==> config.mk <==
export PLATFORM = sky130hd
export DESIGN_NAME = exe_stage_flat
export DESIGN_NICKNAME = d
export VERILOG_FILES = /design/src/rtl/exe_stage_pkg.sv /design/src/rtl/exe_stage_if.sv /design/src/rtl/exe_stage_seq_mul.sv /design/src/rtl/exe_stage.sv /design/src/flat_wrapper.sv
export SDC_FILE = /design/constraint.sdc
export NUM_CORES = 1
export LEC_CHECK = 0
export BUFFER_PORTS_ARGS = -buffer_cell sky130_fd_sc_hd__buf_2
export CORE_MARGIN = 5
export CORE_UTILIZATION = 55
export CTS_CLUSTER_DIAMETER = 100
export DETAILED_ROUTE_END_ITERATION = 10
export PLACE_DENSITY_LB_ADDON = 0.15
export SLEW_MARGIN = 40
export SYNTH_ARGS = -nofsm -noshare
export SYNTH_HDL_FRONTEND = slang
export SYNTH_SLANG_ARGS = --single-unit
==> constraint.sdc <==
create_clock -name clk -period 5.75 [get_ports clk]
set_clock_uncertainty 0.05 [all_clocks]
set_input_delay 0.575 -clock clk [delete_from_list [all_inputs] [get_ports clk]]
set_output_delay 0.575 -clock clk [all_outputs]
set_load 0.05 [all_outputs]
==> src/rtl/exe_stage_pkg.sv <==
// Shared definitions for the execute stage: widths, opcode, forwarding
// and multiplier state encodings.
package exe_stage_pkg;

    localparam int DSIZE = 16;   // datapath width
    localparam int ASIZE = 5;    // register-address width
    localparam int ISIZE = 16;   // PC width

    typedef enum logic [2:0] {
        OP_ADD  = 3'b000,
        OP_SUB  = 3'b001,
        OP_AND  = 3'b010,
        OP_OR   = 3'b011,
        OP_SLT  = 3'b100,
        OP_MUL  = 3'b101,
        OP_XOR  = 3'b110,
        OP_ZERO = 3'b111
    } alu_op_t;

    typedef enum logic [1:0] {
        FWD_REG     = 2'b00,
        FWD_EXMEM   = 2'b01,
        FWD_MEMWB   = 2'b10,
        FWD_REG_ALT = 2'b11
    } fwd_sel_t;

    typedef enum logic [1:0] {
        MUL_IDLE = 2'b00,
        MUL_BUSY = 2'b01,
        MUL_DONE = 2'b10
    } mul_state_t;

endpackage

==> src/rtl/exe_stage_if.sv <==
// ID/EXE -> EXE -> EXE/MEM signal bundle of the execute stage.
// master = upstream/downstream pipeline side, slave = exe_stage.
interface exe_stage_if;
    import exe_stage_pkg::*;

    logic [DSIZE-1:0] rdata1_in;
    logic [DSIZE-1:0] rdata2_in;
    logic [DSIZE-1:0] imm_in;
    logic [ISIZE-1:0] PC_in;
    logic [2:0]       opcode_in;
    logic             alusrc_in;
    logic [ASIZE-1:0] waddr_in;
    logic             wen_in;
    logic             memWrite_in;
    logic             memRead_in;
    logic             memToReg_in;
    logic             branch_in;
    logic [1:0]       fwd_a_sel;
    logic [1:0]       fwd_b_sel;
    logic [DSIZE-1:0] exmem_fwd_data;
    logic [DSIZE-1:0] memwb_fwd_data;

    logic [DSIZE-1:0] alu_result_out;
    logic [DSIZE-1:0] store_data_out;
    logic [ASIZE-1:0] waddr_out;
    logic             wen_out;
    logic             memWrite_out;
    logic             memRead_out;
    logic             memToReg_out;
    logic             branch_taken_out;
    logic [ISIZE-1:0] branch_target_out;
    logic             stall_out;

    modport master (
        output rdata1_in, rdata2_in, imm_in, PC_in, opcode_in, alusrc_in,
               waddr_in, wen_in, memWrite_in, memRead_in, memToReg_in,
               branch_in, fwd_a_sel, fwd_b_sel, exmem_fwd_data, memwb_fwd_data,
        input  alu_result_out, store_data_out, waddr_out, wen_out,
               memWrite_out, memRead_out, memToReg_out, branch_taken_out,
               branch_target_out, stall_out
    );

    modport slave (
        input  rdata1_in, rdata2_in, imm_in, PC_in, opcode_in, alusrc_in,
               waddr_in, wen_in, memWrite_in, memRead_in, memToReg_in,
               branch_in, fwd_a_sel, fwd_b_sel, exmem_fwd_data, memwb_fwd_data,
        output alu_result_out, store_data_out, waddr_out, wen_out,
               memWrite_out, memRead_out, memToReg_out, branch_taken_out,
               branch_target_out, stall_out
    );

endinterface

==> src/rtl/exe_stage_seq_mul.sv <==
// Sequential shift-add multiplier: one partial product per cycle,
// WIDTH busy cycles, then a single DONE cycle holding the product.
module seq_mul
    import exe_stage_pkg::*;
#(
    parameter int WIDTH = DSIZE
) (
    input  logic             clk,
    input  logic             rst,
    input  logic             start,
    input  logic [WIDTH-1:0] a,
    input  logic [WIDTH-1:0] b,
    output logic             busy,
    output logic             done,
    output logic [WIDTH-1:0] product
);

    localparam int CW = $clog2(WIDTH + 1);

    mul_state_t       state_r;
    mul_state_t       state_s;
    logic [CW-1:0]    cnt_r;
    logic [WIDTH-1:0] acc_r;
    logic [WIDTH-1:0] mcand_r;
    logic [WIDTH-1:0] mplier_r;

    // FSM state register
    always_ff @(posedge clk) begin
        if (rst) begin
            state_r <= MUL_IDLE;
        end else begin
            state_r <= state_s;
        end
    end

    // FSM next-state: the last busy step is the one with cnt = WIDTH-1
    always_comb begin
        state_s = state_r;
        case (state_r)
            MUL_IDLE: begin
                if (start) begin
                    state_s = MUL_BUSY;
                end else begin
                    state_s = MUL_IDLE;
                end
            end
            MUL_BUSY: begin
                if (cnt_r == CW'(WIDTH - 1)) begin
                    state_s = MUL_DONE;
                end else begin
                    state_s = MUL_BUSY;
                end
            end
            MUL_DONE: state_s = MUL_IDLE;
            default:  state_s = MUL_IDLE;
        endcase
    end

    // Operand capture and one shift-add step per busy cycle
    always_ff @(posedge clk) begin
        if (rst) begin
            cnt_r    <= {CW{1'b0}};
            acc_r    <= {WIDTH{1'b0}};
            mcand_r  <= {WIDTH{1'b0}};
            mplier_r <= {WIDTH{1'b0}};
        end else begin
            case (state_r)
                MUL_IDLE: begin
                    cnt_r <= {CW{1'b0}};
                    if (start) begin
                        acc_r    <= {WIDTH{1'b0}};
                        mcand_r  <= a;
                        mplier_r <= b;
                    end
                end
                MUL_BUSY: begin
                    if (mplier_r[0]) begin
                        acc_r <= acc_r + mcand_r;
                    end
                    mcand_r  <= {mcand_r[WIDTH-2:0], 1'b0};
                    mplier_r <= {1'b0, mplier_r[WIDTH-1:1]};
                    cnt_r    <= cnt_r + CW'(1);
                end
                default: begin
                    cnt_r <= {CW{1'b0}};
                end
            endcase
        end
    end

    assign busy    = (state_r == MUL_BUSY);
    assign done    = (state_r == MUL_DONE);
    assign product = acc_r;

endmodule

==> src/rtl/exe_stage.sv <==
// Execute stage: operand forwarding, single-cycle ALU, branch resolution
// and a stalling sequential multiplier, registered into EXE/MEM.
module exe_stage
    import exe_stage_pkg::*;
(
    input  logic        clk,
    input  logic        rst,
    exe_stage_if.slave  bus
);

    logic [DSIZE-1:0] fwd_a_s;
    logic [DSIZE-1:0] fwd_b_s;
    logic [DSIZE-1:0] op_b_s;
    logic [DSIZE-1:0] alu_s;
    logic [DSIZE-1:0] product_s;
    logic [DSIZE-1:0] cap_a_r;
    logic [DSIZE-1:0] cap_b_r;
    logic [ISIZE-1:0] target_s;
    logic             mul_start_s;
    logic             mul_busy_s;
    logic             mul_done_s;
    logic             stall_s;

    // Forwarding muxes and the alusrc select for operand B
    always_comb begin
        fwd_a_s = bus.rdata1_in;
        fwd_b_s = bus.rdata2_in;
        case (bus.fwd_a_sel)
            FWD_EXMEM: fwd_a_s = bus.exmem_fwd_data;
            FWD_MEMWB: fwd_a_s = bus.memwb_fwd_data;
            default:   fwd_a_s = bus.rdata1_in;
        endcase
        case (bus.fwd_b_sel)
            FWD_EXMEM: fwd_b_s = bus.exmem_fwd_data;
            FWD_MEMWB: fwd_b_s = bus.memwb_fwd_data;
            default:   fwd_b_s = bus.rdata2_in;
        endcase
        if (bus.alusrc_in) begin
            op_b_s = bus.imm_in;
        end else begin
            op_b_s = fwd_b_s;
        end
    end

    // Single-cycle ALU; MUL is produced by seq_mul instead
    always_comb begin
        alu_s = {DSIZE{1'b0}};
        case (bus.opcode_in)
            OP_ADD: alu_s = fwd_a_s + op_b_s;
            OP_SUB: alu_s = fwd_a_s - op_b_s;
            OP_AND: alu_s = fwd_a_s & op_b_s;
            OP_OR:  alu_s = fwd_a_s | op_b_s;
            OP_SLT: begin
                if ($signed(fwd_a_s) < $signed(op_b_s)) begin
                    alu_s = {{(DSIZE-1){1'b0}}, 1'b1};
                end else begin
                    alu_s = {DSIZE{1'b0}};
                end
            end
            OP_XOR: alu_s = fwd_a_s ^ op_b_s;
            default: alu_s = {DSIZE{1'b0}};
        endcase
    end

    // A new multiply starts only from IDLE, so a held MUL in DONE is not re-run
    assign mul_start_s = (bus.opcode_in == OP_MUL) && !mul_busy_s && !mul_done_s;
    assign stall_s     = !rst && (mul_start_s || mul_busy_s);
    assign target_s    = bus.PC_in + ISIZE'(bus.imm_in);
    assign bus.stall_out = stall_s;

    seq_mul #(.WIDTH(DSIZE)) u_seq_mul (
        .clk     (clk),
        .rst     (rst),
        .start   (mul_start_s),
        .a       (fwd_a_s),
        .b       (op_b_s),
        .busy    (mul_busy_s),
        .done    (mul_done_s),
        .product (product_s)
    );

    // Forwarded operands frozen at multiply start; forwarding buses may move on
    always_ff @(posedge clk) begin
        if (rst) begin
            cap_a_r <= {DSIZE{1'b0}};
            cap_b_r <= {DSIZE{1'b0}};
        end else if (mul_start_s) begin
            cap_a_r <= fwd_a_s;
            cap_b_r <= fwd_b_s;
        end
    end

    // EXE/MEM register: bubble while stalled, product in DONE, ALU otherwise
    always_ff @(posedge clk) begin
        if (rst) begin
            bus.alu_result_out    <= {DSIZE{1'b0}};
            bus.store_data_out    <= {DSIZE{1'b0}};
            bus.waddr_out         <= {ASIZE{1'b0}};
            bus.wen_out           <= 1'b0;
            bus.memWrite_out      <= 1'b0;
            bus.memRead_out       <= 1'b0;
            bus.memToReg_out      <= 1'b0;
            bus.branch_taken_out  <= 1'b0;
            bus.branch_target_out <= {ISIZE{1'b0}};
        end else begin
            bus.branch_target_out <= target_s;
            if (stall_s) begin
                bus.alu_result_out   <= {DSIZE{1'b0}};
                bus.store_data_out   <= {DSIZE{1'b0}};
                bus.waddr_out        <= {ASIZE{1'b0}};
                bus.wen_out          <= 1'b0;
                bus.memWrite_out     <= 1'b0;
                bus.memRead_out      <= 1'b0;
                bus.memToReg_out     <= 1'b0;
                bus.branch_taken_out <= 1'b0;
            end else begin
                bus.waddr_out    <= bus.waddr_in;
                bus.wen_out      <= bus.wen_in;
                bus.memWrite_out <= bus.memWrite_in;
                bus.memRead_out  <= bus.memRead_in;
                bus.memToReg_out <= bus.memToReg_in;
                if (mul_done_s) begin
                    bus.alu_result_out   <= product_s;
                    bus.store_data_out   <= cap_b_r;
                    bus.branch_taken_out <= bus.branch_in && (cap_a_r == cap_b_r);
                end else begin
                    bus.alu_result_out   <= alu_s;
                    bus.store_data_out   <= fwd_b_s;
                    bus.branch_taken_out <= bus.branch_in && (fwd_a_s == fwd_b_s);
                end
            end
        end
    end

endmodule
==> src/flat_wrapper.sv <==
// flat-port wrapper written by rule: the top's interface ports become plain ports
module exe_stage_flat import exe_stage_pkg::*;
  (clk, rst, bus_rdata1_in, bus_rdata2_in, bus_imm_in, bus_PC_in, bus_opcode_in, bus_alusrc_in, bus_waddr_in, bus_wen_in, bus_memWrite_in, bus_memRead_in, bus_memToReg_in, bus_branch_in, bus_fwd_a_sel, bus_fwd_b_sel, bus_exmem_fwd_data, bus_memwb_fwd_data, bus_alu_result_out, bus_store_data_out, bus_waddr_out, bus_wen_out, bus_memWrite_out, bus_memRead_out, bus_memToReg_out, bus_branch_taken_out, bus_branch_target_out, bus_stall_out);
  exe_stage_if bus_i ();
  input  logic clk;
  input  logic rst;
  input wire logic [$bits(bus_i.rdata1_in)-1:0] bus_rdata1_in;
  input wire logic [$bits(bus_i.rdata2_in)-1:0] bus_rdata2_in;
  input wire logic [$bits(bus_i.imm_in)-1:0] bus_imm_in;
  input wire logic [$bits(bus_i.PC_in)-1:0] bus_PC_in;
  input wire logic [$bits(bus_i.opcode_in)-1:0] bus_opcode_in;
  input wire logic [$bits(bus_i.alusrc_in)-1:0] bus_alusrc_in;
  input wire logic [$bits(bus_i.waddr_in)-1:0] bus_waddr_in;
  input wire logic [$bits(bus_i.wen_in)-1:0] bus_wen_in;
  input wire logic [$bits(bus_i.memWrite_in)-1:0] bus_memWrite_in;
  input wire logic [$bits(bus_i.memRead_in)-1:0] bus_memRead_in;
  input wire logic [$bits(bus_i.memToReg_in)-1:0] bus_memToReg_in;
  input wire logic [$bits(bus_i.branch_in)-1:0] bus_branch_in;
  input wire logic [$bits(bus_i.fwd_a_sel)-1:0] bus_fwd_a_sel;
  input wire logic [$bits(bus_i.fwd_b_sel)-1:0] bus_fwd_b_sel;
  input wire logic [$bits(bus_i.exmem_fwd_data)-1:0] bus_exmem_fwd_data;
  input wire logic [$bits(bus_i.memwb_fwd_data)-1:0] bus_memwb_fwd_data;
  output wire logic [$bits(bus_i.alu_result_out)-1:0] bus_alu_result_out;
  output wire logic [$bits(bus_i.store_data_out)-1:0] bus_store_data_out;
  output wire logic [$bits(bus_i.waddr_out)-1:0] bus_waddr_out;
  output wire logic [$bits(bus_i.wen_out)-1:0] bus_wen_out;
  output wire logic [$bits(bus_i.memWrite_out)-1:0] bus_memWrite_out;
  output wire logic [$bits(bus_i.memRead_out)-1:0] bus_memRead_out;
  output wire logic [$bits(bus_i.memToReg_out)-1:0] bus_memToReg_out;
  output wire logic [$bits(bus_i.branch_taken_out)-1:0] bus_branch_taken_out;
  output wire logic [$bits(bus_i.branch_target_out)-1:0] bus_branch_target_out;
  output wire logic [$bits(bus_i.stall_out)-1:0] bus_stall_out;
  assign bus_i.rdata1_in = bus_rdata1_in;
  assign bus_i.rdata2_in = bus_rdata2_in;
  assign bus_i.imm_in = bus_imm_in;
  assign bus_i.PC_in = bus_PC_in;
  assign bus_i.opcode_in = bus_opcode_in;
  assign bus_i.alusrc_in = bus_alusrc_in;
  assign bus_i.waddr_in = bus_waddr_in;
  assign bus_i.wen_in = bus_wen_in;
  assign bus_i.memWrite_in = bus_memWrite_in;
  assign bus_i.memRead_in = bus_memRead_in;
  assign bus_i.memToReg_in = bus_memToReg_in;
  assign bus_i.branch_in = bus_branch_in;
  assign bus_i.fwd_a_sel = bus_fwd_a_sel;
  assign bus_i.fwd_b_sel = bus_fwd_b_sel;
  assign bus_i.exmem_fwd_data = bus_exmem_fwd_data;
  assign bus_i.memwb_fwd_data = bus_memwb_fwd_data;
  assign bus_alu_result_out = bus_i.alu_result_out;
  assign bus_store_data_out = bus_i.store_data_out;
  assign bus_waddr_out = bus_i.waddr_out;
  assign bus_wen_out = bus_i.wen_out;
  assign bus_memWrite_out = bus_i.memWrite_out;
  assign bus_memRead_out = bus_i.memRead_out;
  assign bus_memToReg_out = bus_i.memToReg_out;
  assign bus_branch_taken_out = bus_i.branch_taken_out;
  assign bus_branch_target_out = bus_i.branch_target_out;
  assign bus_stall_out = bus_i.stall_out;
  exe_stage u_core (.clk(clk), .rst(rst), .bus(bus_i));
endmodule
# --- After elaboration in Yosys (flattened, before gate mapping) ---
# Index checks and enable logic that the tools add are counted.
word_totals:
  reg_bits: 145
op_classes:
  reduce_logical: 16
  add_sub_neg: 5
  mux: 18
  bitwise: 4
  n_lt_le_gt_ge: 1
  n_eq_ne: 17
ops:
  columns: ["operator", "count"]
  rows:
  - ["$pmux 16 s2", 5]
  - ["$mux 16", 7]
  - ["$pmux 16 s6", 1]
  - ["$add 16x16->16", 3]
  - ["$eq 16x16->1", 2]
  - ["$and 16x16->16", 1]
  - ["$lt 16x16->1", 1]
  - ["$or 16x16->16", 1]
  - ["$sub 16x16->16", 1]
  - ["$xor 16x16->16", 1]
  - ["$eq 3x3->1 const B", 3]
  - ["$eq 2x1->1 const B", 3]
  - ["$eq 2x2->1 const B", 3]
  - ["$eq 3x2->1 const B", 2]
  - ["$add 5x1->5 const B", 1]
  - ["$eq 5x4->1 const B", 1]
  - ["$logic_and 1x1->1", 5]
  - ["$pmux 2 s2", 1]
  - ["$reduce_or 2->1", 2]
  - ["$eq 3x1->1 const B", 1]
  - ["$logic_not 1->1", 3]
  - ["$logic_not 3->1", 1]
  - ["$mux 1", 3]
  - ["$reduce_and 3->1", 1]
  - ["other kinds (8)", 8]

# --- Logic depth before layout (Yosys ltp) ---
depth:
  depth_word: 7
  depth_mapped: 19
  ltp_nobuf: 18

# --- Cells and area by module ---
# A second synthesis with hierarchy kept.
hier_totals:
  hier_cells: 1326
  hier_area_um2: 10156.0
by_module_without_submodules:
  columns: ["mod", "area_each_um2", "instances", "cells_each", "seq_area_each_um2"]
  rows:
  - ["exe_stage", 7274.5, 1, 975, 1801.7]
  - ["seq_mul", 2881.5, 1, 351, 1101.1]

# --- Worst setup path after synthesis ---
# No wires, ideal clock.
synth_timing:
  path_type: "in2reg"
  startpoint: "input bus_fwd_b_sel[0]"
  endpoint: "register u_core.bus.alu_result_out[14]"
  setup_slack_ns: 1.657
  arrival_ns: 3.910
  path_stages: 18
  path_cell_list: "inv_1 ha_1 clkbuf_1 clkbuf_1 a22oi_1 o21ai_0 mux2_2 inv_1 ha_1 o21bai_2 a211o_1 a2111oi_2 nor2_1 a21oi_1 o21ai_1 xnor2_1 a222oi_1 nor3_1"
synth_between:
  elab_chain_cells: 6
  word_cells_on_any_way: 11
  cone_classes: "add/sub: 2; eq/ne: 2; mux: 4; bitwise: 3"
synth_lines:
  columns: ["element", "line", "text"]
  rows:
  - ["start, declared", "flat_wrapper.sv:20", "input wire logic [$bits(bus_i.fwd_b_sel)-1:0] bus_fwd_b_sel;"]
  - ["$eq 2x2->1 or $eq 2x1->1 (tied branches)", "exe_stage.sv:33", "case (bus.fwd_b_sel)"]
  - ["$pmux 16 s2 *", "exe_stage.sv:33", null]
  - ["$mux 16 *", "exe_stage.sv:38", "if (bus.alusrc_in) begin"]
  - ["$sub 16x16->16 (tied with other cells)", "exe_stage.sv:50", "OP_SUB: alu_s = fwd_a_s - op_b_s;"]
  - ["$pmux 16 s6 *", "exe_stage.sv:48", "case (bus.opcode_in)"]
  - ["$mux 16 *", "exe_stage.sv:122", "if (mul_done_s) begin"]
  - ["end signal, assigned", "exe_stage.sv:108", "bus.alu_result_out <= {DSIZE{1'b0}};"]
  - ["end signal, assigned", "exe_stage.sv:123", "bus.alu_result_out <= product_s;"]
  - ["end signal, assigned", "exe_stage.sv:127", "bus.alu_result_out <= alu_s;"]
  - ["end, declared", "exe_stage_if.sv:47", "output alu_result_out, store_data_out, waddr_out, wen_out,"]
# Every way passes the cells marked *; elsewhere a longest branch is shown, timed or not.
# A chain may end at the register's enable or synchronous reset.

# --- Worst setup path after layout ---
# Same ends and word-level chain as after synthesis.

==> impl_metrics.env <==
export IMPL_drt_iter0_markers=1008
export IMPL_row_count=48
export IMPL_syn_to_final_growth_pct=17.6
export IMPL_dr_total_vias=9586
export IMPL_clock_sinks=145
export IMPL_met1Wirelength_microns=13200
export IMPL_highest_layer="met4"
export IMPL_synthSimpleGateAreaFrac=0.177
export IMPL_place_gp_congestion=0.963
export IMPL_holdBufCountCts=0
export IMPL_synthCells=1225
export IMPL_outcome="finished, final reports clean"
export IMPL_viasPerCell=5.99
export IMPL_wl_met3_microns=2760
export IMPL_setup_violations=0
export IMPL_holdWs_ns=0.290
export IMPL_clk_latency_ns=0.43
export IMPL_wirelength_microns=31900
export IMPL_die_area_sq_um=20200
export IMPL_setup_tns_ns=0
export IMPL_register_area_sq_um=2900
export IMPL_ant_nets=0
export IMPL_core_area_sq_um=17200
export IMPL_cts_buffers=17
export IMPL_worstMarginPinSlew_ns=0.841
export IMPL_final_min_clock_period_ns=4.39
export IMPL_tritoncts="yes"
export IMPL_yosysSeqAreaShare=0.302
export IMPL_clkSlewWorstSetupHoldPaths_ns=0.07
export IMPL_synth_top_area_share=0.302
export IMPL_nNetsFinal=1570
export IMPL_path_buf_inv=4
export IMPL_dp_hpwl_microns=23900
export IMPL_yosys_warnings=0
export IMPL_synth_flop_cell="dfxtp_1"
export IMPL_dieWidth_microns=142
export IMPL_worst_path_max_delay_cell="o21ai_1"
export IMPL_clock_path_buffers=2
export IMPL_synth_top_family_by_area="compound AO/OA/AOI/OAI gates"
export IMPL_slew_headroom=0.439
export IMPL_cts_resized=0
export IMPL_critPathMostFrequentCell="inv_1"
export IMPL_drtPass1Iterations=6
export IMPL_crit_family="compound AO/OA/AOI/OAI gates"
export IMPL_routedWlPerCell_microns=19.9
export IMPL_ys_types=65
export IMPL_synthTopCellsByArea="dfxtp_1, ha_1, nand2_1"
export IMPL_final_util=0.655
export IMPL_pin_count=175
export IMPL_rsz0062_at_grt="no"
export IMPL_synthAdderAreaFrac=0.124
export IMPL_portBuffers=174
export IMPL_fin_area_sq_um=11300
export IMPL_multi_input_area_sq_um=6240
export IMPL_finalCritPeriodShare=0.764
export IMPL_async_flop_share=0
export IMPL_crit_chain="buf_2, inv_1, ha_1, a22oi_1, o21ai_1, mux2_2, ha_1, inv_1, fa_1, inv_1, a21oi_1, o211ai_1, a41oi_1, o211ai_1, o21ai_1, xnor2_1, a222oi_1, nor3_1"
export IMPL_worstPathArrival_ns=4.64
export IMPL_p_leak_nw=4.89
export IMPL_synth_xor_xnor_area_share=0.0648
export IMPL_synth_compound_area_share=0.239
export IMPL_fmax_mhz=228
export IMPL_powerDensity_nw_per_um2=283
export IMPL_grt_overflow=0
export IMPL_crit_required_ns=5.99
export IMPL_critPathCaptureType="register"
export IMPL_slew_violations=0
export IMPL_antenna_found_initial=1
export IMPL_final_hold_violation_count=0
export IMPL_die_height_microns=142
export IMPL_drcViolationCount=0
export IMPL_muxShareOfSynthArea=0.0377
export IMPL_htreeDepth=4
export IMPL_ir_worst_vdd_uv=207
export IMPL_synth_seq_cells=145
export IMPL_cts_root_buf="clkbuf_16"
export IMPL_crit_type="in -> reg"
export IMPL_grt_pass1_wl_microns=48600
export IMPL_synth_area_per_cell_sq_um=7.84
export IMPL_nFillCells=1519
export IMPL_grt_max_degree=68
export IMPL_post_synth_top_area_cell="dfxtp_1"
export IMPL_synth_edf_count=0
export IMPL_postPlaceCellArea_sq_um=10700
export IMPL_drive_gt1_frac=0.199
export IMPL_critical_path_max_stage_delay_ns=0.56
export IMPL_syn_nets=1434
export IMPL_first_global_vias=8857
export IMPL_start_kind="primary input"
export IMPL_start_util=0.557
export IMPL_cts_setup_buffers=0
export IMPL_hold_path_class="in -> reg"
export IMPL_route_met2_wl_microns=14500
export IMPL_path_max_fanout=16
export IMPL_synthesis_area_sq_um=9600
export IMPL_maxCapViolations=0
export IMPL_track_usage=0.308
[cells in the mapped netlist, types with 3 or more instances]
master and n:
o22ai_1 18, nor3_1 32, and2_1 12, o21ai_1 27, o31ai_1 8, nand2b_1 9
clkbuf_1 72, a32oi_1 4, o21ai_0 26, mux2i_1 17, ha_1 89, o211ai_1 5
o21a_1 4, nand3_1 26, xnor2_1 55, dfxtp_1 145, mux2_2 17, or3_1 6
buf_1 5, a21oi_1 129, a21o_1 10, nand4_1 9, a311oi_1 4, a22o_1 7
nand2_1 183, nor2_1 77, o21bai_1 6, or2_2 3, nor2b_1 12, fa_1 4
a31oi_1 8, nor4_1 4, xor2_1 16, inv_1 59, a22oi_1 75
[metrics by stage]
step	instances	total power, mW	setup slack [ns]
2_1_floorplan	1225	1.79	1.66
3_3_place_gp	1567	2.07	1.04
3_5_place_dp	1567	2.07	1.02
4_1_cts	1599	3.20	1.45
5_1_grt	1600	3.34	1.13
6_report	1600	3.20	1.36
[sequential cells by signal, summed over array words and instances, names as in the netlist, 2 cells and up]
name,cells
u_core.u_seq_mul.state_r,2
u_core.u_seq_mul.mcand_r,16
u_core.u_seq_mul.mplier_r,16
u_core.bus.alu_result_out,16
u_core.bus.waddr_out,5
u_core.bus.store_data_out,16
u_core.u_seq_mul.cnt_r,5
u_core.u_seq_mul.product,16
u_core.bus.branch_target_out,16
u_core.cap_b_r,16
u_core.cap_a_r,16
[area by class of cell]
cell class,count,area share
Multi-Input combinational cell,941,0.552
Sequential cell,145,0.257
Timing Repair Buffer,197,0.0926
Inverter,59,0.0196
Tap cell,225,0.0249
Antenna cell,1,0.000222
Clock inverter,15,0.0161
Clock buffer,17,0.0377
[cell families (layout without fill, tap and decap cells)]
family | count (synthesis) | after routing
AND/OR/NAND/NOR | 385 | 385
AO/OA/AOI/OAI | 358 | 358
multiplexers | 34 | 34
adder cells (fa/ha/maj) | 93 | 93
buffers and inverters | 139 | 288
XOR/XNOR | 71 | 71
other | 0 | 1
flip-flops | 145 | 145
[power breakdown]
part	leakage (nW)	internal [mW]	total (mW)	switching [mW]
combinational	3.41	0.347	0.994	0.646
sequential	1.18	1.06	1.08	0.0211
clock	0.296	0.591	1.13	0.535
[worst paths after layout]
kind / slack (ns) / endpoint / from / depth (start not counted)
worst min register to register: 0.41 / u_core.u_seq_mul.cnt_r[0] / u_core.u_seq_mul.cnt_r[0] / 1
worst max-delay path: 1.36 / u_core.bus.alu_result_out[14] / bus_fwd_b_sel[0] / 18
worst max register to register: 2.70 / u_core.u_seq_mul.product[14] / u_core.u_seq_mul.product[0] / 11
worst min-delay path: 0.29 / u_core.bus.memRead_out / bus_memRead_in / 2
[routing by layer]
layer | track usage | vias to the layer above
li1 | - | 4597
met1 | 0.405 | 4479
met4 | 0.140 | 0
met3 | 0.0588 | 69
met2 | 0.492 | 441
met5 | 0 | -
[layout by cell type, fill, tap and decap left out, types with 17 or more instances in the layout]
master	Yosys	final
a21oi_1	129	129
a22oi_1	75	75
buf_2	2	173
buf_4	1	24
clkbuf_16	0	17
dfxtp_1	145	145
ha_1	89	88
inv_1	59	59
mux2_2	17	17
nand2_1	183	183
nand3_1	26	26
nor2_1	77	74
nor3_1	32	30
o21ai_0	26	25
o21ai_1	27	24
o22ai_1	18	18
xnor2_1	55	55
Power figures use the tool's default switching activity.
